--- config.mk ---
export PLATFORM = sky130hd
export DESIGN_NAME = keypad_scanner
export DESIGN_NICKNAME = d
export VERILOG_FILES = /design/src/rtl/keypad_pkg.sv /design/src/rtl/keypad_debounce.sv /design/src/rtl/keypad_scanner.sv
export SDC_FILE = /design/constraint.sdc
export NUM_CORES = 1
export LEC_CHECK = 0
export ABC_AREA = 1
export ABC_CLOCK_PERIOD_IN_PS = 2400
export BUFFER_PORTS_ARGS = -buffer_cell sky130_fd_sc_hd__buf_2
export CAP_MARGIN = 20
export CORE_ASPECT_RATIO = 1.2
export CORE_UTILIZATION = 36
export CTS_BUF_LIST = sky130_fd_sc_hd__clkbuf_8
export DETAILED_ROUTE_END_ITERATION = 7
export GPL_ROUTABILITY_DRIVEN = 0
export PLACE_DENSITY_LB_ADDON = 0.15
export SLEW_MARGIN = 20
export SYNTH_ARGS = -nofsm -noshare
export SYNTH_HDL_FRONTEND = slang
export SYNTH_SLANG_ARGS = --single-unit
--- constraint.sdc ---
create_clock -name clk -period 2.4 [get_ports clk]
set_input_delay 0.12 -clock clk [delete_from_list [all_inputs] [get_ports clk]]
set_output_delay 0.12 -clock clk [all_outputs]
set_load 0.02 [all_outputs]
--- src/rtl/keypad_pkg.sv ---
// Shared types for the keypad scanner: frame-result and scan-state encodings,
// plus the key-code width helper.
package keypad_pkg;

    typedef enum logic [1:0] {
        RES_NONE   = 2'd0,
        RES_SINGLE = 2'd1,
        RES_MULTI  = 2'd2
    } frame_res_t;

    typedef enum logic {
        ST_DWELL   = 1'b0,
        ST_ADVANCE = 1'b1
    } scan_state_t;

    function automatic int key_width(input int rows, input int cols);
        return (rows * cols > 1) ? $clog2(rows * cols) : 1;
    endfunction

endpackage

--- src/rtl/keypad_debounce.sv ---
// Frame-level debouncer: tracks consecutive identical frame results and emits
// press events. KEYPAD_SCANNER_REPEAT_EN adds auto-repeat while a key is held.
module keypad_debounce
    import keypad_pkg::*;
#(
    parameter int DEBOUNCE      = 4,
`ifdef KEYPAD_SCANNER_REPEAT_EN
    parameter int REPEAT_FRAMES = 50,
`endif
    parameter int KEY_W         = 4
) (
    input  logic             clk,
    input  logic             rst,
    input  logic             close,
    input  frame_res_t       res,
    input  logic [KEY_W-1:0] code,
    output frame_res_t       stable,
    output logic             ev_pulse,
    output logic [KEY_W-1:0] ev_code
);

    localparam logic [3:0] DB = 4'(DEBOUNCE);

    frame_res_t       prev_res_r;
    frame_res_t       stable_r;
    logic [KEY_W-1:0] prev_code_r;
    logic [KEY_W-1:0] stable_code_r;
    logic [KEY_W-1:0] ev_code_r;
    logic [3:0]       cnt_r;
    logic             ev_r;

    logic             same_s;
    logic [3:0]       cnt_nx_s;
    logic             take_s;
    logic             press_s;
    logic             fire_s;

    // Compare the closing frame with its predecessor and decide whether it becomes stable.
    always_comb begin
        same_s   = (res == prev_res_r) && (code == prev_code_r);
        cnt_nx_s = !same_s ? 4'd1 : ((cnt_r == DB) ? cnt_r : cnt_r + 4'd1);
        take_s   = (cnt_nx_s == DB) && ((res != stable_r) || (code != stable_code_r));
        press_s  = take_s && (stable_r == RES_NONE) && (res == RES_SINGLE);
    end

`ifdef KEYPAD_SCANNER_REPEAT_EN
    localparam int PW = $clog2(REPEAT_FRAMES + 1);

    logic [PW-1:0] rep_r;
    logic          rep_hit_s;

    // A repeat fires only while the stable state stays on the same single key.
    always_comb begin
        rep_hit_s = !take_s && (stable_r == RES_SINGLE) && (rep_r == PW'(REPEAT_FRAMES - 1));
        fire_s    = press_s || rep_hit_s;
    end

    // Repeat counter: counts frame closes since the last stable change or repeat.
    always_ff @(posedge clk) begin
        if (rst) begin
            rep_r <= '0;
        end else if (close) begin
            if (take_s || (stable_r != RES_SINGLE) || rep_hit_s) begin
                rep_r <= '0;
            end else begin
                rep_r <= rep_r + PW'(1);
            end
        end
    end
`else
    // Without auto-repeat only the NONE -> SINGLE transition produces an event.
    always_comb begin
        fire_s = press_s;
    end
`endif

    // Debounce history, stable state and registered event strobe, all updated at frame close.
    always_ff @(posedge clk) begin
        if (rst) begin
            prev_res_r    <= RES_NONE;
            prev_code_r   <= '0;
            cnt_r         <= 4'd0;
            stable_r      <= RES_NONE;
            stable_code_r <= '0;
            ev_r          <= 1'b0;
            ev_code_r     <= '0;
        end else begin
            ev_r <= 1'b0;
            if (close) begin
                prev_res_r  <= res;
                prev_code_r <= code;
                cnt_r       <= cnt_nx_s;
                if (take_s) begin
                    stable_r      <= res;
                    stable_code_r <= code;
                end
                ev_r      <= fire_s;
                ev_code_r <= take_s ? code : stable_code_r;
            end
        end
    end

    assign stable   = stable_r;
    assign ev_pulse = ev_r;
    assign ev_code  = ev_code_r;

endmodule

--- src/rtl/keypad_scanner.sv ---
// Matrix keypad scanner: row strobing, column synchronisation, frame accumulation
// and valid/ready event output. KEYPAD_SCANNER_REPEAT_EN enables auto-repeat.
module keypad_scanner
    import keypad_pkg::*;
#(
    parameter int ROWS          = 4,
    parameter int COLS          = 4,
    parameter int SCAN_DIV      = 1000,
    parameter int DEBOUNCE      = 4,
`ifdef KEYPAD_SCANNER_REPEAT_EN
    parameter int REPEAT_FRAMES = 50,
`endif
    parameter int KEY_W         = key_width(ROWS, COLS)
) (
    input  logic             clk,
    input  logic             rst,
    output logic [ROWS-1:0]  row_drv,
    input  logic [COLS-1:0]  col_in,
    output logic [KEY_W-1:0] key_code,
    output logic             key_valid,
    input  logic             key_ready,
    output logic             key_held,
    output logic             key_multi,
    output logic             overrun
);

    localparam int RW = $clog2(ROWS);
    localparam int CW = $clog2(COLS);
    localparam int DW = (SCAN_DIV > 1) ? $clog2(SCAN_DIV) : 1;
    localparam logic [DW-1:0] LAST = DW'(SCAN_DIV - 1);
    localparam logic [RW-1:0] LAST_ROW = RW'(ROWS - 1);

    logic [COLS-1:0]  col_meta_r;
    logic [COLS-1:0]  col_sync_r;
    scan_state_t      state_r;
    scan_state_t      state_nx;
    logic [DW-1:0]    cnt_r;
    logic [DW-1:0]    cnt_nx;
    logic [RW-1:0]    row_r;
    logic [RW-1:0]    row_nx;
    logic [ROWS-1:0]  row_drv_r;
    logic             sample_s;
    logic             advance_s;
    logic             close_s;

    logic [1:0]       row_hits_s;
    logic [CW-1:0]    first_col_s;
    logic [2:0]       sum_s;
    logic [1:0]       hits_sat_s;
    logic [KEY_W-1:0] hit_code_s;
    logic [1:0]       frame_hits_r;
    logic [KEY_W-1:0] first_code_r;
    frame_res_t       res_s;
    logic [KEY_W-1:0] res_code_s;

    frame_res_t       stable_s;
    logic             ev_s;
    logic [KEY_W-1:0] ev_code_s;
    logic [KEY_W-1:0] key_code_r;
    logic             key_valid_r;
    logic             key_held_r;
    logic             key_multi_r;
    logic             overrun_r;

    // Two-flop synchroniser for the asynchronous column pins.
    always_ff @(posedge clk) begin
        if (rst) begin
            col_meta_r <= '0;
            col_sync_r <= '0;
        end else begin
            col_meta_r <= col_in;
            col_sync_r <= col_meta_r;
        end
    end

    // Scan FSM state register with dwell counter and row index.
    always_ff @(posedge clk) begin
        if (rst) begin
            state_r <= ST_DWELL;
            cnt_r   <= '0;
            row_r   <= '0;
        end else begin
            state_r <= state_nx;
            cnt_r   <= cnt_nx;
            row_r   <= row_nx;
        end
    end

    // Scan FSM next-state logic.
    always_comb begin
        state_nx = state_r;
        cnt_nx   = cnt_r;
        row_nx   = row_r;
        case (state_r)
            ST_DWELL: begin
                if (cnt_r == LAST) begin
                    state_nx = ST_ADVANCE;
                end else begin
                    cnt_nx = cnt_r + DW'(1);
                end
            end
            ST_ADVANCE: begin
                state_nx = ST_DWELL;
                cnt_nx   = '0;
                row_nx   = (row_r == LAST_ROW) ? '0 : row_r + RW'(1);
            end
            default: begin
                state_nx = ST_DWELL;
                cnt_nx   = '0;
                row_nx   = '0;
            end
        endcase
    end

    // Scan FSM outputs: the sample strobe lands on the last dwell cycle, after sync settles.
    always_comb begin
        sample_s  = (state_r == ST_DWELL) && (cnt_r == LAST);
        advance_s = (state_r == ST_ADVANCE);
        close_s   = advance_s && (row_r == LAST_ROW);
    end

    // One-hot row strobe rotates on every ADVANCE.
    always_ff @(posedge clk) begin
        if (rst) begin
            row_drv_r <= ROWS'(1'b1);
        end else if (advance_s) begin
            row_drv_r <= {row_drv_r[ROWS-2:0], row_drv_r[ROWS-1]};
        end
    end

    // Per-row hit count (saturating at 2) and lowest asserted column.
    always_comb begin
        row_hits_s  = 2'd0;
        first_col_s = '0;
        for (int c = COLS - 1; c >= 0; c--) begin
            row_hits_s  = (col_sync_r[c] && (row_hits_s != 2'd2)) ? row_hits_s + 2'd1 : row_hits_s;
            first_col_s = col_sync_r[c] ? CW'(c) : first_col_s;
        end
        sum_s      = {1'b0, frame_hits_r} + {1'b0, row_hits_s};
        hits_sat_s = (sum_s >= 3'd2) ? 2'd2 : sum_s[1:0];
        hit_code_s = KEY_W'(row_r) * KEY_W'(COLS) + KEY_W'(first_col_s);
    end

    // Frame accumulator; rows are visited in order so the first hit is the lowest row.
    always_ff @(posedge clk) begin
        if (rst) begin
            frame_hits_r <= 2'd0;
            first_code_r <= '0;
        end else if (close_s) begin
            frame_hits_r <= 2'd0;
            first_code_r <= '0;
        end else if (sample_s) begin
            frame_hits_r <= hits_sat_s;
            if ((frame_hits_r == 2'd0) && (row_hits_s != 2'd0)) begin
                first_code_r <= hit_code_s;
            end
        end
    end

    // Frame result; the code is normalised to zero unless exactly one key was seen.
    always_comb begin
        case (frame_hits_r)
            2'd0: begin
                res_s      = RES_NONE;
                res_code_s = '0;
            end
            2'd1: begin
                res_s      = RES_SINGLE;
                res_code_s = first_code_r;
            end
            default: begin
                res_s      = RES_MULTI;
                res_code_s = '0;
            end
        endcase
    end

    keypad_debounce #(
        .DEBOUNCE      (DEBOUNCE),
`ifdef KEYPAD_SCANNER_REPEAT_EN
        .REPEAT_FRAMES (REPEAT_FRAMES),
`endif
        .KEY_W         (KEY_W)
    ) u_debounce (
        .clk      (clk),
        .rst      (rst),
        .close    (close_s),
        .res      (res_s),
        .code     (res_code_s),
        .stable   (stable_s),
        .ev_pulse (ev_s),
        .ev_code  (ev_code_s)
    );

    // Stable-state flags, one cycle behind the debouncer.
    always_ff @(posedge clk) begin
        if (rst) begin
            key_held_r  <= 1'b0;
            key_multi_r <= 1'b0;
        end else begin
            key_held_r  <= (stable_s == RES_SINGLE);
            key_multi_r <= (stable_s == RES_MULTI);
        end
    end

    // Event handshake: a consume in the same cycle frees the slot for the new event.
    always_ff @(posedge clk) begin
        if (rst) begin
            key_code_r  <= '0;
            key_valid_r <= 1'b0;
            overrun_r   <= 1'b0;
        end else if (ev_s) begin
            if (!key_valid_r || key_ready) begin
                key_code_r  <= ev_code_s;
                key_valid_r <= 1'b1;
            end else begin
                overrun_r <= 1'b1;
            end
        end else if (key_valid_r && key_ready) begin
            key_valid_r <= 1'b0;
        end
    end

    assign row_drv   = row_drv_r;
    assign key_code  = key_code_r;
    assign key_valid = key_valid_r;
    assign key_held  = key_held_r;
    assign key_multi = key_multi_r;
    assign overrun   = overrun_r;

endmodule

Word-level counts from Yosys, hierarchy flattened
Cells that the tools add are included.
{"block": "op_classes", "add_sub_neg": 8, "magnitude_cmp": 1, "eq_ne": 17, "mux": 21, "n_bitwise": 3, "n_reduce_logical": 25}
{"cell": "case mux 10 bit (2 select lines)", "count": 1}
{"cell": "2-to-1 mux 2 bit", "count": 9}
{"cell": "2-to-1 mux 4 bit", "count": 3}
{"cell": "logical AND 1 bit", "count": 11}
{"cell": "adder 10 x 1 -> 10 bit, second input constant", "count": 1}
{"cell": "equality test 10 bit, second input constant", "count": 1}
{"cell": "2-to-1 mux 10 bit", "count": 1}
{"cell": "AND reduction 2 bit", "count": 5}
{"cell": "equality test 4 x 3 -> 1 bit, second input constant", "count": 2}
{"cell": "!= test 2 bit, second input constant", "count": 4}
{"cell": "adder 2 x 1 -> 2 bit, second input constant", "count": 3}
{"cell": "equality test 2 x 1 -> 1 bit, second input constant", "count": 3}
{"cell": "2-to-1 mux 1 bit", "count": 5}
{"cell": "adder 4 x 1 -> 4 bit, second input constant", "count": 1}
{"cell": "adder 4 x 2 -> 4 bit", "count": 1}
{"cell": "equality test 2 bit, second input constant", "count": 2}
{"cell": "equality test 4 bit", "count": 1}
{"cell": "logical NOT 2 bit", "count": 2}
{"cell": "!= test 4 bit", "count": 1}
{"cell": "case mux 2 bit (2 select lines)", "count": 1}
{"cell": "nonzero test 2 bit", "count": 2}
{"cell": "OR reduction 2 bit", "count": 2}
{"cell": "adder 2 x 2 -> 3 bit", "count": 1}
{"cell": ">= comparator 3 x 2 -> 1 bit, second input constant", "count": 1}
{"cell": "8 further kinds", "count": 11}
{"block": "totals", "regBits": 56, "output_inout_bits": 12}

Longest topological paths before layout
{"block": "logic_depth", "word_depth": 13, "ltp_mapped": 14, "depth_no_buf": 14}

Hierarchy
A second synthesis with hierarchy kept.
{"block": "unflattened", "cells_unflattened": 388, "area_unflattened_um2": 2790.2}
{"module": "keypad_scanner", "instances": 1, "cells_per_inst": 231, "area_each_um2": 1747.9, "seq_area_each_um2": 780.7}
{"module": "keypad_debounce", "instances": 1, "cells_per_inst": 157, "area_each_um2": 1042.2, "seq_area_each_um2": 340.3}

Worst setup path before layout
Ideal clock, no wire load.
{"block": "synth_timing", "path_kind": "register to register", "from": "register col_sync_r[2]", "to": "register frame_hits_r[0]", "setup_time_ns": 0.120, "arrival_time_ns": 2.247, "required_time_ns": 2.280, "setup_slack_ns": 0.034, "stages_incl_launch_ff": 13, "path_buffers": 0, "period_less_slack_ns": 2.366, "cell_sequence": "dfxtp_1 inv_1 ha_1 xor2_1 ha_1 nor2_1 xor2_1 inv_1 ha_1 inv_1 fa_1 nand4_1 a21oi_1"}
{"block": "synth_via", "elab_chain_cells": 11, "elab_cells_between_ends": 13, "classes_between": "add/sub (3); order compare (1); eq/ne (2); mux (4); reduce/logical (3)"}
{"item": "from (decl)", "line_no": "keypad_scanner.sv:34", "source": "logic [COLS-1:0] col_sync_r;"}
{"item": "from (signal assigned)", "line_no": "keypad_scanner.sv:72", "source": "col_sync_r <= col_meta_r;"}
{"item": "logical AND 1 bit *", "line_no": "keypad_scanner.sv:136", "source": "row_hits_s = (col_sync_r[c] && (row_hits_s != 2'd2)) ? row_hits_s + 2'd1 : row_hits_s;"}
{"item": "2-to-1 mux 2 bit *", "line_no": "keypad_scanner.sv:136"}
{"item": "parallel branches: the longest is 2 deep, another holds adder 2 x 1 -> 2 bit"}
{"item": "2-to-1 mux 2 bit *", "line_no": "keypad_scanner.sv:136"}
{"item": "parallel branches: the longest is 2 deep, another holds adder 2 x 1 -> 2 bit"}
{"item": "2-to-1 mux 2 bit *", "line_no": "keypad_scanner.sv:136"}
{"item": "adder 2 x 2 -> 3 bit *", "line_no": "keypad_scanner.sv:139", "source": "sum_s = {1'b0, frame_hits_r} + {1'b0, row_hits_s};"}
{"item": ">= comparator 3 x 2 -> 1 bit", "line_no": "keypad_scanner.sv:140", "source": "hits_sat_s = (sum_s >= 3'd2) ? 2'd2 : sum_s[1:0];"}
{"item": "2-to-1 mux 2 bit *", "line_no": "keypad_scanner.sv:140"}
{"item": "to (signal assigned)", "line_no": "keypad_scanner.sv:153", "source": "frame_hits_r <= hits_sat_s;"}
{"item": "to (decl)", "line_no": "keypad_scanner.sv:51", "source": "logic [1:0] frame_hits_r;"}
Mark *: on every way between the ends.
A chain may end at the register's enable or synchronous reset.

Worst setup path after layout
Ends and elaborated chain as after synthesis.

==> results by group <==
Run status
  • Status: finished clean

Synth
  • Seq/Total Area, Yosys: 44.33%
  • Number of synthesized flops with an enable pin: 0
  • Gate Count Post-Synth: 336
  • Yosys reg bits: 56
  • Mean Syn Cell Area: 7.526 um2
  • Post-Syn Nets: 354
  • Ys flop type: dfxtp_1
  • Asr flop ratio synth: 0%
  • Area of the mapped netlist: 2529 um2
  • Yosys cell types: 28
  • YS warnings: 0

Timing
  • # setup viols final: 0
  • Final Slew Violations: 0
  • Measured slew at the worst slew-check pin: 0.4595 ns
  • RSZ-0062 raised after global routing: yes
  • Rel. slew slack: 69.33%
  • Fmax: 0.4276 GHz
  • Final hold violation count: 0
  • Worst Skew: 0.01196 ns
  • Tcrit/Tclk final: 97.45%
  • Final min period: 2.339 ns
  • WHS: 0.01902 ns

Clocking
  • CTS sink cnt: 56
  • CTS Root Cell: clkbuf_8
  • Clock slew at reported path FFs: 0.09 ns
  • CTS tree: yes
  • CTS Buf Count: 5
  • H-tree Lvls: 2
  • Worst-skew pair later-pin latency: 0.31 ns
  • Clock buffer depth: 2

Global routing
  • All-Layer GR Usage: 14.97%
  • First-pass GRT wire length: 8.714 mm
  • Initial antenna violation count: 0
  • Vias in the first global route: 1950
  • Largest net degree at the start of global routing: 19
  • Remaining global-route overflow: 0

Die
  • I/O Pins: 19
  • Die area: 7365 um2
  • Initial core utilization: 37.12%
  • Die width: 78.51 um
  • Core Rows: 33
  • Core area: 6813 um2
  • Die Y: 93.81 um

Placement
  • Dpl cells: 441
  • IO buf count: 18
  • Detailed placement HPWL: 3.704 mm

Routing
  • Routed WL per cell: 11.27 um
  • Via/cell ratio: 4.680
  • Total wire length: 5.104 mm
  • DR iter-0 viols: 71
  • Via count: 2120
  • Post-route ant nets: 0
  • DRT Pass-1 Iters: 4
  • DR DRC count: 0

Critical path
  • CP max FO: 3
  • Worst R2R End: frame_hits_r[0]
  • R2R Setup Slk: 0.06 ns
  • Worst EP arrival: 2.57 ns
  • Crit path launch: col_sync_r[2]
  • Worst setup EP type: register
  • Reg-to-reg startpoint: col_sync_r[2]
  • Cells on worst reg2reg path: 13
  • CP startpoint kind: register
  • End of the critical path: frame_hits_r[0]
  • Critical path data required time: 2.63 ns
  • Crit Path Category: register to register

Power and ir drop
  • P per Cell Area: 572.6 nW/um2
  • Leakage: 0.001304 uW
  • Max VDD drop: 396.2 uV

Flow run
  • Max-Cap Viols: 0

Final layout
  • Nets: 383
  • Synth-to-layout area growth: 16.58%
  • Most frequent cells in the layout: 57 x nand2_1, 54 x dfxtp_1, 45 x inv_1
  • Non-Filler Instances: 453
  • Antenna Cells: 0
  • Commonest non-fill, non-tap cell in the layout: nand2_1
  • Layout cells sized above 1: 16.12%

Hold path
  • Worst min path class: primary input to register
==> synthesized netlist by cell type (2+ instances only) <==
master | count | area share, %
inv_2 | 2 | 0.30
a31oi_1 | 3 | 0.74
dfxtp_1 | 56 | 44
nand3_1 | 18 | 3.6
o21ai_0 | 22 | 4.4
inv_1 | 49 | 7.3
nor2_2 | 3 | 0.74
xnor2_1 | 5 | 1.7
nand3_2 | 3 | 1.2
nand2_1 | 59 | 8.8
ha_1 | 10 | 4.9
nor3_1 | 7 | 1.4
clkbuf_1 | 3 | 0.45
a21oi_1 | 18 | 3.6
nand4_1 | 12 | 3.0
o22ai_1 | 7 | 1.7
nor2_1 | 44 | 6.5
xor2_1 | 5 | 1.7
==> worst min-delay path by stage <==
stage	start	endpoint	slack (ns)	cells past startpoint
6_report	col_in[3]	col_meta_r[3]	0.02	3
5_1_grt	col_in[2]	col_meta_r[2]	0.01	3
4_1_cts	col_in[3]	col_meta_r[3]	0.006	3
3_5_place_dp	col_in[1]	col_meta_r[1]	0.33	3
3_3_place_gp	col_in[0]	col_meta_r[0]	0.32	3
2_1_floorplan	rst	key_multi	0.20	1
==> stage by stage <==
step / setup WS (ns) / cell area [um2] / power (uW) / TNS, ns / util (%)
global placement: -0.02505 / 2735 / 1033 / -0.02505 / 40.15
finish: 0.06123 / 2948 / 1688 / 0 / 43.27
floorplan: 0.03353 / 2529 / 1009 / 0 / -
detailed placement: -0.1047 / 2735 / 1034 / -0.1589 / 40.15
CTS: 0.01240 / 2900 / 1708 / 0 / 42.57
global route: -0.07944 / 2948 / 1760 / -0.07944 / 43.27
==> worst max-delay path, stage by stage (launching register included) <==
cell     delay [ns]
dfxtp_2        0.35
ha_2           0.19
inv_2          0.06
nand2_4        0.06
o21ai_2        0.17
ha_2           0.22
nor2_4         0.05
xor2_1         0.16
inv_1          0.06
ha_2           0.16
inv_2          0.03
fa_1           0.52
nand4_1        0.09
a21oi_1        0.14
==> logic make-up after synthesis <==
group / count (synthesis) / share of synthesized area (%)
compound gates: 53 / 11.33
xor+xnor: 10 / 3.463
fa+ha+maj: 11 / 5.740
buf+inv: 57 / 8.907
flops: 56 / 44.33
simple gates: 149 / 26.22
==> report_power, final <==
part           total, uW  internal (uW)  switching, uW
Combinational       77.6           33.2           44.5
Sequential           946            939           7.27
Clock                664            368            295
==> timing repair <==
action,in CTS,in global routing
pin swaps,3,9
endpoints found under the setup margin,2,6
endpoints found under the hold margin,2,0
gates resized for setup,3,16
hold buffers,2,0
setup buffers,2,0
==> registers in the layout, indices dropped and copies added, names as in the netlist <==
signal	cells
key_code	4
advance_s	1
key_held	1
key_valid	1
row_drv	4
row_r	2
col_meta_r	4
u_debounce.cnt_r	4
u_debounce.prev_code_r	4
u_debounce.stable	2
first_code_r	4
u_debounce.prev_res_r	2
overrun	1
u_debounce.ev_pulse	1
col_sync_r	4
frame_hits_r	2
u_debounce.stable_code_r	4
key_multi	1
cnt_r	10
==> final cells by class <==
cell class	instances	area, um2
clock buffers	7	96.34
flip-flops and latches	56	1124
fillers	719	3865
multi-input cells	223	1231
repair buffers	27	162.7
clock inverters	1	30.03
inverters	52	195.2
well taps	87	108.9
==> layer usage <==
metal / track usage [%] / vias up / wire, um
met5: 0 / - / 0
met4: 4.630 / 0 / 60
met3: 2.913 / 6 / 84
met2: 26.96 / 15 / 2597
met1: 17.68 / 955 / 2361
li1: - / 1144 / -
No activity file was read; power rests on OpenSTA's default activity.
